### config.mk
export PLATFORM = sky130hd
export DESIGN_NAME = ex_operand_issue
export DESIGN_NICKNAME = d
export VERILOG_FILES = /design/src/rtl/mips_pkg.sv /design/src/rtl/alu_control.sv /design/src/rtl/ex_operand_issue.sv
export SDC_FILE = /design/constraint.sdc
export NUM_CORES = 1
export LEC_CHECK = 0
export BUFFER_PORTS_ARGS = -buffer_cell sky130_fd_sc_hd__buf_2
export CAP_MARGIN = 20
export CORE_ASPECT_RATIO = 0.5
export CORE_MARGIN = 3
export CORE_UTILIZATION = 42
export CTS_CLUSTER_DIAMETER = 120
export DETAILED_ROUTE_END_ITERATION = 12
export PLACE_DENSITY = 0.7
export REMOVE_ABC_BUFFERS = 1
export SETUP_SLACK_MARGIN = 0.3
export SLEW_MARGIN = 20
export SYNTH_ARGS = -nofsm -noshare
export SYNTH_HDL_FRONTEND = slang
export SYNTH_HIERARCHICAL = 1
export SYNTH_SLANG_ARGS = --single-unit
### constraint.sdc
create_clock -name clk -period 2.9 [get_ports clk]
set_input_delay 0 -clock clk [delete_from_list [all_inputs] [get_ports clk]]
set_output_delay 0 -clock clk [all_outputs]
set_load 0.02 [all_outputs]
### src/rtl/mips_pkg.sv
// Shared MIPS pipeline definitions: ALU opcodes, main-control ALUOp codes,
// R-type funct values and the ID/EX register layout.
package mips_pkg;

   typedef enum logic [3:0] {
      ALU_AND = 4'b0000,
      ALU_OR  = 4'b0001,
      ALU_ADD = 4'b0010,
      ALU_SUB = 4'b0110,
      ALU_SLT = 4'b0111,
      ALU_NOR = 4'b1100
   } alu_op_e;

   typedef enum logic [1:0] {
      ALUOP_ADD   = 2'b00,
      ALUOP_SUB   = 2'b01,
      ALUOP_FUNCT = 2'b10,
      ALUOP_OR    = 2'b11
   } aluop_e;

   localparam logic [5:0] FUNCT_ADD = 6'h20;
   localparam logic [5:0] FUNCT_SUB = 6'h22;
   localparam logic [5:0] FUNCT_AND = 6'h24;
   localparam logic [5:0] FUNCT_OR  = 6'h25;
   localparam logic [5:0] FUNCT_SLT = 6'h2A;
   localparam logic [5:0] FUNCT_NOR = 6'h27;

   typedef struct packed {
      logic        valid;
      logic        illegal;
      logic [3:0]  alu_op;
      logic        alu_src;
      logic        reg_write;
      logic        mem_read;
      logic        mem_write;
      logic        mem_to_reg;
      logic [4:0]  rs;
      logic [4:0]  rt;
      logic [4:0]  write_reg;
      logic [31:0] rs_data;
      logic [31:0] rt_data;
      logic [31:0] imm;
   } idex_t;

endpackage

### src/rtl/alu_control.sv
// Combinational ALU control: main-control ALUOp plus funct to 4-bit ALU opcode.
module alu_control
   import mips_pkg::*;
(
   input  logic [1:0] id_alu_ctrl,
   input  logic [5:0] id_funct,
   output logic [3:0] alu_op,
   output logic       illegal
);

   always_comb begin
      alu_op  = ALU_AND;
      illegal = 1'b0;
      case (aluop_e'(id_alu_ctrl))
         ALUOP_ADD: alu_op = ALU_ADD;
         ALUOP_SUB: alu_op = ALU_SUB;
         ALUOP_OR:  alu_op = ALU_OR;
         ALUOP_FUNCT: begin
            case (id_funct)
               FUNCT_ADD: alu_op = ALU_ADD;
               FUNCT_SUB: alu_op = ALU_SUB;
               FUNCT_AND: alu_op = ALU_AND;
               FUNCT_OR:  alu_op = ALU_OR;
               FUNCT_SLT: alu_op = ALU_SLT;
               FUNCT_NOR: alu_op = ALU_NOR;
               default:   illegal = 1'b1;
            endcase
         end
         default: alu_op = ALU_AND;
      endcase
   end

endmodule

### src/rtl/ex_operand_issue.sv
// ID/EX register with ALU control decode and EX/MEM, MEM/WB operand forwarding.
module ex_operand_issue
   import mips_pkg::*;
(
   input  logic        clk,
   input  logic        reset,
   input  logic        stall,
   input  logic        flush,
   input  logic        id_valid,
   input  logic [1:0]  id_alu_ctrl,
   input  logic [5:0]  id_funct,
   input  logic        id_alu_src,
   input  logic [31:0] id_rs_data,
   input  logic [31:0] id_rt_data,
   input  logic [31:0] id_imm,
   input  logic [4:0]  id_rs,
   input  logic [4:0]  id_rt,
   input  logic [4:0]  id_rd,
   input  logic        id_reg_dst,
   input  logic        id_reg_write,
   input  logic        id_mem_read,
   input  logic        id_mem_write,
   input  logic        id_mem_to_reg,
   input  logic        exmem_reg_write,
   input  logic [4:0]  exmem_rd,
   input  logic [31:0] exmem_result,
   input  logic        memwb_reg_write,
   input  logic [4:0]  memwb_rd,
   input  logic [31:0] memwb_result,
   output logic [3:0]  alu_op,
   output logic [31:0] operand_1,
   output logic [31:0] operand_2,
   output logic [31:0] ex_store_data,
   output logic        ex_valid,
   output logic        ex_reg_write,
   output logic        ex_mem_read,
   output logic        ex_mem_write,
   output logic        ex_mem_to_reg,
   output logic [4:0]  ex_write_reg,
   output logic        ex_illegal
);

   idex_t      idex_q, idex_d;
   logic [3:0] dec_op;
   logic       dec_illegal;
   logic [31:0] fwd_rs, fwd_rt;

   alu_control u_alu_control (
      .id_alu_ctrl (id_alu_ctrl),
      .id_funct    (id_funct),
      .alu_op      (dec_op),
      .illegal     (dec_illegal)
   );

   always_comb begin
      idex_d = idex_q;
      if (flush || (!stall && !id_valid)) begin
         idex_d = '0;
      end else if (!stall) begin
         idex_d.valid      = 1'b1;
         idex_d.illegal    = dec_illegal;
         idex_d.alu_op     = dec_op;
         idex_d.alu_src    = id_alu_src;
         // An unsupported funct must not modify architectural state.
         idex_d.reg_write  = id_reg_write & ~dec_illegal;
         idex_d.mem_read   = id_mem_read  & ~dec_illegal;
         idex_d.mem_write  = id_mem_write & ~dec_illegal;
         idex_d.mem_to_reg = id_mem_to_reg;
         idex_d.rs         = id_rs;
         idex_d.rt         = id_rt;
         idex_d.write_reg  = id_reg_dst ? id_rd : id_rt;
         idex_d.rs_data    = id_rs_data;
         idex_d.rt_data    = id_rt_data;
         idex_d.imm        = id_imm;
      end
   end

   always_ff @(posedge clk) begin
      if (reset) idex_q <= '0;
      else       idex_q <= idex_d;
   end

   function automatic logic [31:0] fwd(input logic [4:0] idx, input logic [31:0] reg_data,
                                       input logic em_we, input logic [4:0] em_rd,
                                       input logic [31:0] em_res, input logic mw_we,
                                       input logic [4:0] mw_rd, input logic [31:0] mw_res);
      if (idx != '0 && em_we && em_rd == idx)      return em_res;
      else if (idx != '0 && mw_we && mw_rd == idx) return mw_res;
      else                                         return reg_data;
   endfunction

   always_comb begin
      fwd_rs = fwd(idex_q.rs, idex_q.rs_data, exmem_reg_write, exmem_rd, exmem_result,
                   memwb_reg_write, memwb_rd, memwb_result);
      fwd_rt = fwd(idex_q.rt, idex_q.rt_data, exmem_reg_write, exmem_rd, exmem_result,
                   memwb_reg_write, memwb_rd, memwb_result);
   end

   assign alu_op        = idex_q.alu_op;
   assign operand_1     = fwd_rs;
   assign operand_2     = idex_q.alu_src ? idex_q.imm : fwd_rt;
   assign ex_store_data = fwd_rt;
   assign ex_valid      = idex_q.valid;
   assign ex_reg_write  = idex_q.reg_write;
   assign ex_mem_read   = idex_q.mem_read;
   assign ex_mem_write  = idex_q.mem_write;
   assign ex_mem_to_reg = idex_q.mem_to_reg;
   assign ex_write_reg  = idex_q.write_reg;
   assign ex_illegal    = idex_q.illegal;

endmodule
==> metrics.md <==
| Metric | Value |
|---|---|
| CTS max path bufs | `2` |
| #FFs+latches synth | `122` |
| Die X | `189 um` |
| RSZ-0062 raised after global routing | `yes` |
| Met1 WL | `around 10000 um` |
| Synthesized instance count | `roughly 800` |
| WL final | `23900 um` |
| Largest family of logic cells by synthesized area | `multiplexers` |
| Residual DRC | `0` |
| CTS buffer count | `17` |
| TritonCTS clock tree | `built` |
| Post-DP HPWL | `16300 um` |
| Total track usage | `0.248` |
| Core area | `15900 um2` |
| Mux cell area share after synthesis | `0.260` |
| Crit Path Class | `reg -> out` |
| PortBufs | `316` |
| Critical path fanouts, max | `30` |
| Rows | `32` |
| Number of flip-flops in the largest register | `107` |
| Post-Synth Adder-Cell Area | `0` |
| CP peak stage delay | `~400 ps` |
| Pin count of the biggest net entering global routing | `98` |
| Met2 routed WL | `12200 um` |
| Clock Latency Late Sink | `between 300 and 400 ps` |
| Setup violations, final | `0` |
| Achievable Freq | `between 300 and 400 MHz` |
| Syn_area_per_cell | `8.79 um2` |
| DR vias | `7345` |
| Initial Util | `0.442` |
| Drt first pass iters | `6` |
| Critical Path Source Type | `flip-flop` |
| Slew Viols, Final | `0` |
| Post-route ant nets | `0` |
| Slew @ Worst Pin | `794 ps` |
| Top sig layer | `met4` |
| Die height | `just under 100 um` |
| Met3 routed WL | `~1200 um` |
| Crit. End Element | `primary output` |
| Tmin final | `2520 ps` |
| Hold Path Class | `in -> reg` |
| Synth Area in Simple Gates | `0.154` |
| Vias in the first global route | `7537` |
| Initial antenna violation count | `1` |
| CP max-delay cell | `dfxtp_1` |
| Post-synth top flop | `dfxtp_1` |
| Hold slack | `37.4 ps` |
| Clock Skews | `0 ps` |
| CTS clock-pin slew for the worst setup and hold paths | `~60 ps` |
| Clock root buffer master | `clkbuf_16` |
| Setup Total Neg Slack | `0 ps` |
| Yosys cell types | `39` |
| Compound-Gate Fraction of Synth Area | `0.132` |
| Die area | `18400 um2` |
| Maximum VDD drop | `0.000489 V` |
| Cell area after synthesis | `7000 um2` |
| Clk sinks | `122` |
| First-pass GRT wire length | `approximately 37000 um` |
| Worst slew margin | `0.469` |
| Nets | `1400` |
| Critical-path cell list | `xnor2_1 > nand3_1 > a211oi_4 > buf_12 > mux2i_1 > a21oi_1 > buf_2` |
| Area growth, synth to finish | `50.2%` |
| Fin crit share | `0.869` |
| Detailed Route Iter0 Violations | `379` |
| Number of synthesis warnings | `6` |
| Synth Area in XOR/XNOR | `0.0225` |
| Drt wl/cell | `roughly 17 um` |
| H-tree Lvls | `4` |
| Status | `complete, no violations` |
| GR Overflow Total | `0` |
| Gpl congestion | `0.853` |
| Vias per Instance | `5.14` |
| Final-report hold violation count | `0` |
| PD cells | `456 nW/um2` |
| Seq/Total Area, Yosys | `0.349` |
| Critical Path AT | `~2500 ps` |
| Post-synth EDFFs | `0` |
| Ys async rst share | `0` |
| WP data required | `2900 ps` |
| Io pins | `between 300 and 400` |
| Max_cap viols | `0` |
| Fraction of layout cells with a size suffix above 1 | `0.335` |
| Fill cells | `1296` |
| Leakage power | `0.00479 uW` |
==> per-stage QoR <==
step / std cells / setup slack, ps / power [uW] / area [um2] / utilization
6_report: 1429 / 380 / 4800 / 10500 / 0.663
5_1_grt: 1429 / 293 / 4990 / 10500 / 0.663
4_1_cts: 1426 / 300 / 4830 / 10400 / 0.659
3_5_place_dp: 1273 / 582 / 2450 / 8600 / 0.543
3_3_place_gp: 1273 / 616 / 2440 / 8600 / 0.543
2_1_floorplan: 725 / -1420 / 2120 / 6560 / -
==> critical path: cells and delay by family, from the launching register on <==
| kind | cells | cell delay [ps] |
|---|---|---|
| DFF | 1 | 400 |
| AOI/OAI and AO/OA | 2 | 530 |
| xor gates and xnor gates | 1 | 150 |
| and+or+nand+nor | 1 | 150 |
| buffers and inverters | 2 | 510 |
| muxes | 1 | 370 |
==> logic make-up after synthesis <==
group | after synthesis
AND/OR/NAND/NOR | 253
multiplexers | 182
flip-flops | 122
AO/OA/AOI/OAI | 115
buffers and inverters | 107
XOR/XNOR | 18
==> power by group <==
part	switching, uW	internal, uW
Sequential	33.3	1720
Clock	755	1480
Combinational	402	408
==> layer usage <==
layer | up-vias | track usage
met3 | 49 | 0.0458
met5 | - | 0
met2 | 240 | 0.443
met4 | 0 | 0.0943
li1 | 3558 | -
met1 | 3498 | 0.298
==> timing repair <==
item                       4_1_cts  5_1_grt
gates resized for setup          1        6
cloned                           1        2
buffers inserted                 2        0
hold endpoints to repair       118        0
pin swaps                        1        0
setup endpoints to repair       56       52
hold buffers                   118        0
==> Yosys cell counts (3+ instances only) <==
cell / instances / area, um2
inv_1: 35 / 131
buf_12: 3 / 60.1
a221oi_2: 30 / 450
nand4_1: 3 / 18.8
mux2i_1: 182 / 1820
dfxtp_1: 122 / 2440
o21ai_1: 33 / 165
nand2_1: 39 / 146
clkbuf_1: 29 / 109
nor3_1: 33 / 165
buf_4: 11 / 82.6
buf_2: 19 / 95.1
xnor2_1: 14 / 123
buf_6: 8 / 90.1
nor2_1: 164 / 616
a21oi_1: 38 / 190
xor2_1: 4 / 35.0
a22oi_1: 3 / 22.5
==> final timing paths <==
| check | startpoint | to | slack (ps) | cells past startpoint |
|---|---|---|---|---|
| worst max register to register | idex_q[115] | idex_q[115] | 1860 | 2 |
| worst min-delay path | id_alu_ctrl[0] | alu_op[1] | 40 | 4 |
| worst min register to register | ex_valid | ex_valid | 450 | 2 |
| worst max-delay path | idex_q[105] | ex_store_data[6] | 380 | 7 |
==> area by class of cell <==
| type | instances | area, um2 | share of cell area |
|---|---|---|---|
| Tap cell | 221 | 277 | 0.0263 |
| Antenna cell | 1 | 2.50 | 0.000238 |
| Clock inverter | 13 | 174 | 0.0165 |
| Sequential cell | 122 | 2450 | 0.233 |
| Multi-Input combinational cell | 569 | 4020 | 0.382 |
| Clock buffer | 19 | 453 | 0.0431 |
| Inverter | 35 | 131 | 0.0125 |
| Timing Repair Buffer | 449 | 3020 | 0.287 |
==> cells in the final DEF, fill, tap and decap left out, drive strengths merged, types with 2 or more instances in the layout <==
cell type	n
buf	329
mux2i	182
nor2	165
dfxtp	122
dlygate4sd3	118
nand2	39
a21oi	38
inv	35
o21ai	35
nor3	33
a221oi	32
clkbuf	21
xnor2	14
clkinv	7
xor2	4
bufinv	4
nand4	3
a22oi	3
nor2b	3
or4	2
nor4	2
nand3	2
clkinvlp	2
a211o	2
Note: power is estimated with default switching activity, not from simulation.
